--- config.mk ---
export PLATFORM = sky130hd
export DESIGN_NAME = sar_search8_flat
export DESIGN_NICKNAME = d
export VERILOG_FILES = /design/src/rtl/sar_search8_if.sv /design/src/rtl/sar_search8.sv /design/src/flat_wrapper.sv
export SDC_FILE = /design/constraint.sdc
export NUM_CORES = 1
export LEC_CHECK = 0
export BUFFER_PORTS_ARGS = -buffer_cell sky130_fd_sc_hd__buf_4
export CAP_MARGIN = 20
export CORE_ASPECT_RATIO = 1.25
export CORE_MARGIN = 5
export CORE_UTILIZATION = 50
export DETAILED_ROUTE_END_ITERATION = 7
export PLACE_DENSITY = 0.72
export SETUP_SLACK_MARGIN = 0.4
export SYNTH_ARGS = -nofsm -noshare
export SYNTH_HDL_FRONTEND = slang
export SYNTH_SLANG_ARGS = --single-unit
--- constraint.sdc ---
create_clock -name iCLK -period 2.1 [get_ports iCLK]
set_input_delay 0.42 -clock iCLK [delete_from_list [all_inputs] [get_ports iCLK]]
set_output_delay 0.42 -clock iCLK [all_outputs]
set_load 0.01 [all_outputs]
--- src/rtl/sar_search8_if.sv ---
// Link between the successive-approximation controller and its environment:
// start request, comparator relation code in; trial operand and result status out.
interface sar_search8_if #(
  parameter int WIDTH = 8
);
  logic             iStart;
  logic [2:0]       iCmp;
  logic [WIDTH-1:0] oTrial;
  logic             oBusy;
  logic             oDone;
  logic [WIDTH-1:0] oResult;
  logic             oErr;

  // master: the search controller; slave: requester plus comparator
  modport master (
    input  iStart, iCmp,
    output oTrial, oBusy, oDone, oResult, oErr
  );

  modport slave (
    output iStart, iCmp,
    input  oTrial, oBusy, oDone, oResult, oErr
  );
endinterface

--- src/rtl/sar_search8.sv ---
// Successive-approximation search: finds the unknown comparator A operand MSB first,
// with optional settle cycles per trial, early exit on equality and invalid-code flag.
module sar_search8 #(
  parameter int WIDTH  = 8,
  parameter int SETTLE = 0
) (
  input  logic          iCLK,
  input  logic          iRST_N,
  sar_search8_if.master bus
);
  localparam int BW = (WIDTH > 1) ? $clog2(WIDTH) : 1;
  localparam int CW = (SETTLE > 0) ? $clog2(SETTLE + 1) : 1;

  localparam logic [1:0] S_IDLE = 2'd0;
  localparam logic [1:0] S_TRY  = 2'd1;
  localparam logic [1:0] S_DONE = 2'd2;

  localparam logic [2:0] CMP_GT = 3'b100;
  localparam logic [2:0] CMP_EQ = 3'b010;
  localparam logic [2:0] CMP_LT = 3'b001;

  localparam logic [CW-1:0]    SETTLE_C  = CW'(SETTLE);
  localparam logic [BW-1:0]    MSB_IDX   = BW'(WIDTH - 1);
  localparam logic [WIDTH-1:0] MSB_TRIAL = {1'b1, {(WIDTH-1){1'b0}}};

  logic [1:0]       state_q, state_d;
  logic [WIDTH-1:0] acc_q, acc_d;
  logic [BW-1:0]    bit_q, bit_d;
  logic [CW-1:0]    cnt_q, cnt_d;
  logic [WIDTH-1:0] trial_q, trial_d;
  logic [WIDTH-1:0] result_q, result_d;
  logic             busy_q, busy_d;
  logic             done_q, done_d;
  logic             err_q, err_d;

  logic [WIDTH-1:0] below_mask;
  logic [WIDTH-1:0] acc_step;
  logic             exit_step;
  logic             err_step;

  // One-hot of the bit just below the current one, used to form the next trial
  for (genvar gi = 0; gi < WIDTH; gi++) begin : g_mask
    if (gi < WIDTH - 1) begin : g_low
      assign below_mask[gi] = (bit_q == BW'(gi + 1));
    end else begin : g_top
      assign below_mask[gi] = 1'b0;
    end
  end

  always_comb begin
    acc_step  = acc_q;
    exit_step = 1'b0;
    err_step  = 1'b0;
    case (bus.iCmp)
      CMP_GT: acc_step = trial_q;
      CMP_LT: acc_step = acc_q;
      CMP_EQ: begin
        acc_step  = trial_q;
        exit_step = 1'b1;
      end
      default: begin
        err_step  = 1'b1;
        exit_step = 1'b1;
      end
    endcase
  end

  always_comb begin
    state_d  = state_q;
    acc_d    = acc_q;
    bit_d    = bit_q;
    cnt_d    = cnt_q;
    trial_d  = trial_q;
    result_d = result_q;
    busy_d   = busy_q;
    done_d   = done_q;
    err_d    = err_q;
    case (state_q)
      S_IDLE, S_DONE: begin
        if (bus.iStart) begin
          state_d = S_TRY;
          acc_d   = '0;
          bit_d   = MSB_IDX;
          trial_d = MSB_TRIAL;
          cnt_d   = '0;
          busy_d  = 1'b1;
          done_d  = 1'b0;
          err_d   = 1'b0;
        end
      end
      S_TRY: begin
        if (cnt_q != SETTLE_C) begin
          cnt_d = cnt_q + 1'b1;
        end else begin
          acc_d = acc_step;
          if (err_step) begin
            err_d = 1'b1;
          end
          if (exit_step || bit_q == '0) begin
            state_d  = S_DONE;
            result_d = acc_step;
            busy_d   = 1'b0;
            done_d   = 1'b1;
          end else begin
            bit_d   = bit_q - 1'b1;
            trial_d = acc_step | below_mask;
            cnt_d   = '0;
          end
        end
      end
      default: state_d = S_IDLE;
    endcase
  end

  always_ff @(posedge iCLK or negedge iRST_N) begin
    if (!iRST_N) begin
      state_q  <= S_IDLE;
      acc_q    <= '0;
      bit_q    <= '0;
      cnt_q    <= '0;
      trial_q  <= '0;
      result_q <= '0;
      busy_q   <= 1'b0;
      done_q   <= 1'b0;
      err_q    <= 1'b0;
    end else begin
      state_q  <= state_d;
      acc_q    <= acc_d;
      bit_q    <= bit_d;
      cnt_q    <= cnt_d;
      trial_q  <= trial_d;
      result_q <= result_d;
      busy_q   <= busy_d;
      done_q   <= done_d;
      err_q    <= err_d;
    end
  end

  assign bus.oTrial  = trial_q;
  assign bus.oBusy   = busy_q;
  assign bus.oDone   = done_q;
  assign bus.oResult = result_q;
  assign bus.oErr    = err_q;
endmodule

--- src/flat_wrapper.sv ---
// flat-port wrapper written by rule: the top's interface ports become plain ports
module sar_search8_flat 
#(
  parameter int WIDTH  = 8,
  parameter int SETTLE = 0
)
  (iCLK, iRST_N, bus_iStart, bus_iCmp, bus_oTrial, bus_oBusy, bus_oDone, bus_oResult, bus_oErr);
  sar_search8_if #(.WIDTH(WIDTH)) bus_i ();
  input  logic iCLK;
  input  logic iRST_N;
  input wire logic [$bits(bus_i.iStart)-1:0] bus_iStart;
  input wire logic [$bits(bus_i.iCmp)-1:0] bus_iCmp;
  output wire logic [$bits(bus_i.oTrial)-1:0] bus_oTrial;
  output wire logic [$bits(bus_i.oBusy)-1:0] bus_oBusy;
  output wire logic [$bits(bus_i.oDone)-1:0] bus_oDone;
  output wire logic [$bits(bus_i.oResult)-1:0] bus_oResult;
  output wire logic [$bits(bus_i.oErr)-1:0] bus_oErr;
  assign bus_i.iStart = bus_iStart;
  assign bus_i.iCmp = bus_iCmp;
  assign bus_oTrial = bus_i.oTrial;
  assign bus_oBusy = bus_i.oBusy;
  assign bus_oDone = bus_i.oDone;
  assign bus_oResult = bus_i.oResult;
  assign bus_oErr = bus_i.oErr;
  sar_search8 #(.WIDTH(WIDTH), .SETTLE(SETTLE)) u_core (.iCLK(iCLK), .iRST_N(iRST_N), .bus(bus_i));
endmodule
==> metrics <==
Fmax achieved=between 0.5 and 0.6 GHz; worst hold slack=0.0152 ns; antenna cells=0; synth unique cells=28; Hold Fails Final Rpt=0; core area=between 2000 and 3000 um2; CTS Sinks=32; final net count=between 150 and 200; CP Capture Type=register; first-pass GRT wire length=5.53 mm; Vias=approximately 1100; commonest non-fill, non-tap cell in the layout=buf_4; io pins=25; GRT Total Usage=17.0%; critical-path cell list=inv_1, ha_2, nor2b_4, nor4_4, buf_4, mux2i_1, a2bb2oi_1; peak supply drop=0.637 mV; Worst-Margin Slew=about 0.51 ns; fill cell count=235; routability congestion estimate from global placement=0.721; Worst Hold Class=in2async; fraction of the cycle the final worst path needs=slightly above 80%; crit path max fanout=4; pin count of the biggest net entering global routing=33; clk root buf=clkbuf_4; Final Util=around 64%; Area growth syn-to-layout=23.4%; initial antenna violation count=0; critical path class=reg2reg; RSZ-0062 raised after global routing=yes; clk_lat worst skew=0.32 ns; average size of a mapped cell=approximately 11 um2; Data arrival, critical path=around 2.0 ns; drt pass-1 iters=4; H-tree depth=2; Yosys reg bits=32; Final TNS setup=0 ns; Power Density=899 nW/um2; Tmin final=1.72 ns; Final setup viols=0; Critical path buffers and inverters=2; ys async rst share=100%; estimated wirelength of the detail-placed design=2.28 mm; post-DR vias/cell=approximately 5.3; startpoint types=register; CTS tree=yes; Clock power frac=21.4%; WL final=3.24 mm; post-synthesis sequential area ratio=52.3%; Pins Over Slew Limit=0; vias in the first global route=1193; Die ar.=4270 um2; grt ovf=0; Core Rows=22; Sw Ratio=about a third; Initial Utilization=52.0%; Gate power share=31.1%; Rel. slew slack=65.8%; status=complete, no violations; max cap viols=0; Leakage=0.867 nW; Setup Skew=0.00372 ns; drt wl/cell=15.0 um; DIE HEIGHT=roughly 72 um; clock buffer depth=2; Post-synth EDFFs=0; layout cells sized above 1=31.1%; Ys Warns=0; cell count after synthesis=between 100 and 150; Top delay family on crit path=simple AND/OR/NAND/NOR gates; Slowest-stage cell, CP=dfrtp_1; CTS Buf Count=5; CTS clk-pin slew, worst paths=0.09 ns; Port Buffer Count=24; Int Power=about 0.0011 W; Sw Pwr=approximately 0.00055 W; Flop pwr share=47.5%; Post-DRT Antenna Nets=0; net count after synthesis=153; Crit path largest cell delay=0.37 ns; die width=59.5 um; drc violations=0; Post-Synthesis Cell Area=1530 um2; initial DRC count=29; Worst EP required=2.35 ns; most frequent cells in the layout=36 x buf_4, 32 x dfrtp_1, 24 x nand2_1; Top FF cell, synth=dfrtp_1
-- final timing paths --
check | depth (start not counted) | start | endpoint | slack [ns]
max | 7 | u_core.bit_q[1] | u_core.bus.oTrial[7] | 0.38
min | 1 | iRST_N | u_core.bus.oDone | 0.02
max reg2reg | 7 | u_core.bit_q[1] | u_core.bus.oTrial[7] | 0.38
min reg2reg | 2 | u_core.bus.oResult[2] | u_core.bus.oResult[2] | 0.49
max in group asynchronous | 1 | iRST_N | u_core.acc_q[0] | 1.80
min in group iCLK | 2 | bus_iStart | u_core.state_q[1] | 0.31
-- registers in the layout, summed over array words and instances, names as in the netlist --
signal	count
u_core.bus.oResult	8
u_core.bus.oTrial	8
u_core.bit_q	3
u_core.bus.oErr	1
u_core.bus.oDone	1
u_core.state_q	2
u_core.bus.oBusy	1
u_core.acc_q	8
-- area by class of cell --
type | count | area [um2] | share of cell area (%)
clock buffers | 8 | 58.8 | 3.11
inverters | 2 | 7.51 | 0.398
multi-input cells | 101 | 694 | 36.8
flip-flops and latches | 32 | 801 | 42.4
well taps | 36 | 45.0 | 2.39
repair buffers | 37 | 282 | 14.9
-- routing by layer --
metal | share of wire [%] | vias to the layer above | GRT usage [%]
li1 | - | 565 | -
met1 | 43 | 548 | 20.7
met2 | 51 | 24 | 28.7
met3 | 4.7 | 7 | 5.05
met4 | 1.4 | 0 | 4.53
met5 | 0 | - | 0
-- cell families (layout without fill, tap and decap cells) --
group	Yosys count	after routing	synth area share (%)
and+or+nand+nor	44	44	15.0
AOI/OAI and AO/OA	40	40	17.1
DFF	32	32	52.3
muxes	9	9	5.89
buffers and inverters	9	47	2.94
adders and majority gates	5	5	4.09
xor gates and xnor gates	3	3	2.70
-- power groups by stage --
stage                     logic [W]  clock network (W)  registers, W
after global placement     0.000479                  0      0.000814
after floorplan            0.000237                  0      0.000848
final                      0.000528           0.000363      0.000805
after CTS                  0.000516           0.000378      0.000804
after global routing       0.000587           0.000401      0.000821
after detailed placement   0.000494                  0      0.000822
-- metrics by stage --
| stage | power, W | cells | setup slack, ns | instance area [um2] |
|---|---|---|---|---|
| after global routing | 0.00181 | 216 | 0.287 | 1890 |
| final | 0.00170 | 216 | 0.376 | 1890 |
| after floorplan | 0.00108 | 142 | 0.432 | 1530 |
| after global placement | 0.00129 | 199 | 0.376 | 1750 |
| after CTS | 0.00170 | 212 | 0.403 | 1860 |
| after detailed placement | 0.00132 | 199 | 0.271 | 1750 |
-- synthesized netlist by cell type (all sizes together), types with 3 or more instances --
cell    number  area share, %
nor2b        3            1.2
nand2b       6            2.5
nor3         3           0.98
o21ai       19            6.2
nand2       24            5.9
buf          6            2.2
a31oi        7            4.5
a21oi       10            3.3
dfrtp       32             52
mux2i        9            5.9
nor2         5            2.3
ha           5            4.1
-- what timing repair did --
action	in CTS	in global routing
resized for setup	4	1
pin swaps	1	2
setup endpoints to repair	17	17
buffers inserted	5	4
cloned	0	0
hold endpoints to repair	0	0
hold buffers	0	0
Note: power is estimated with default switching activity, not from simulation.
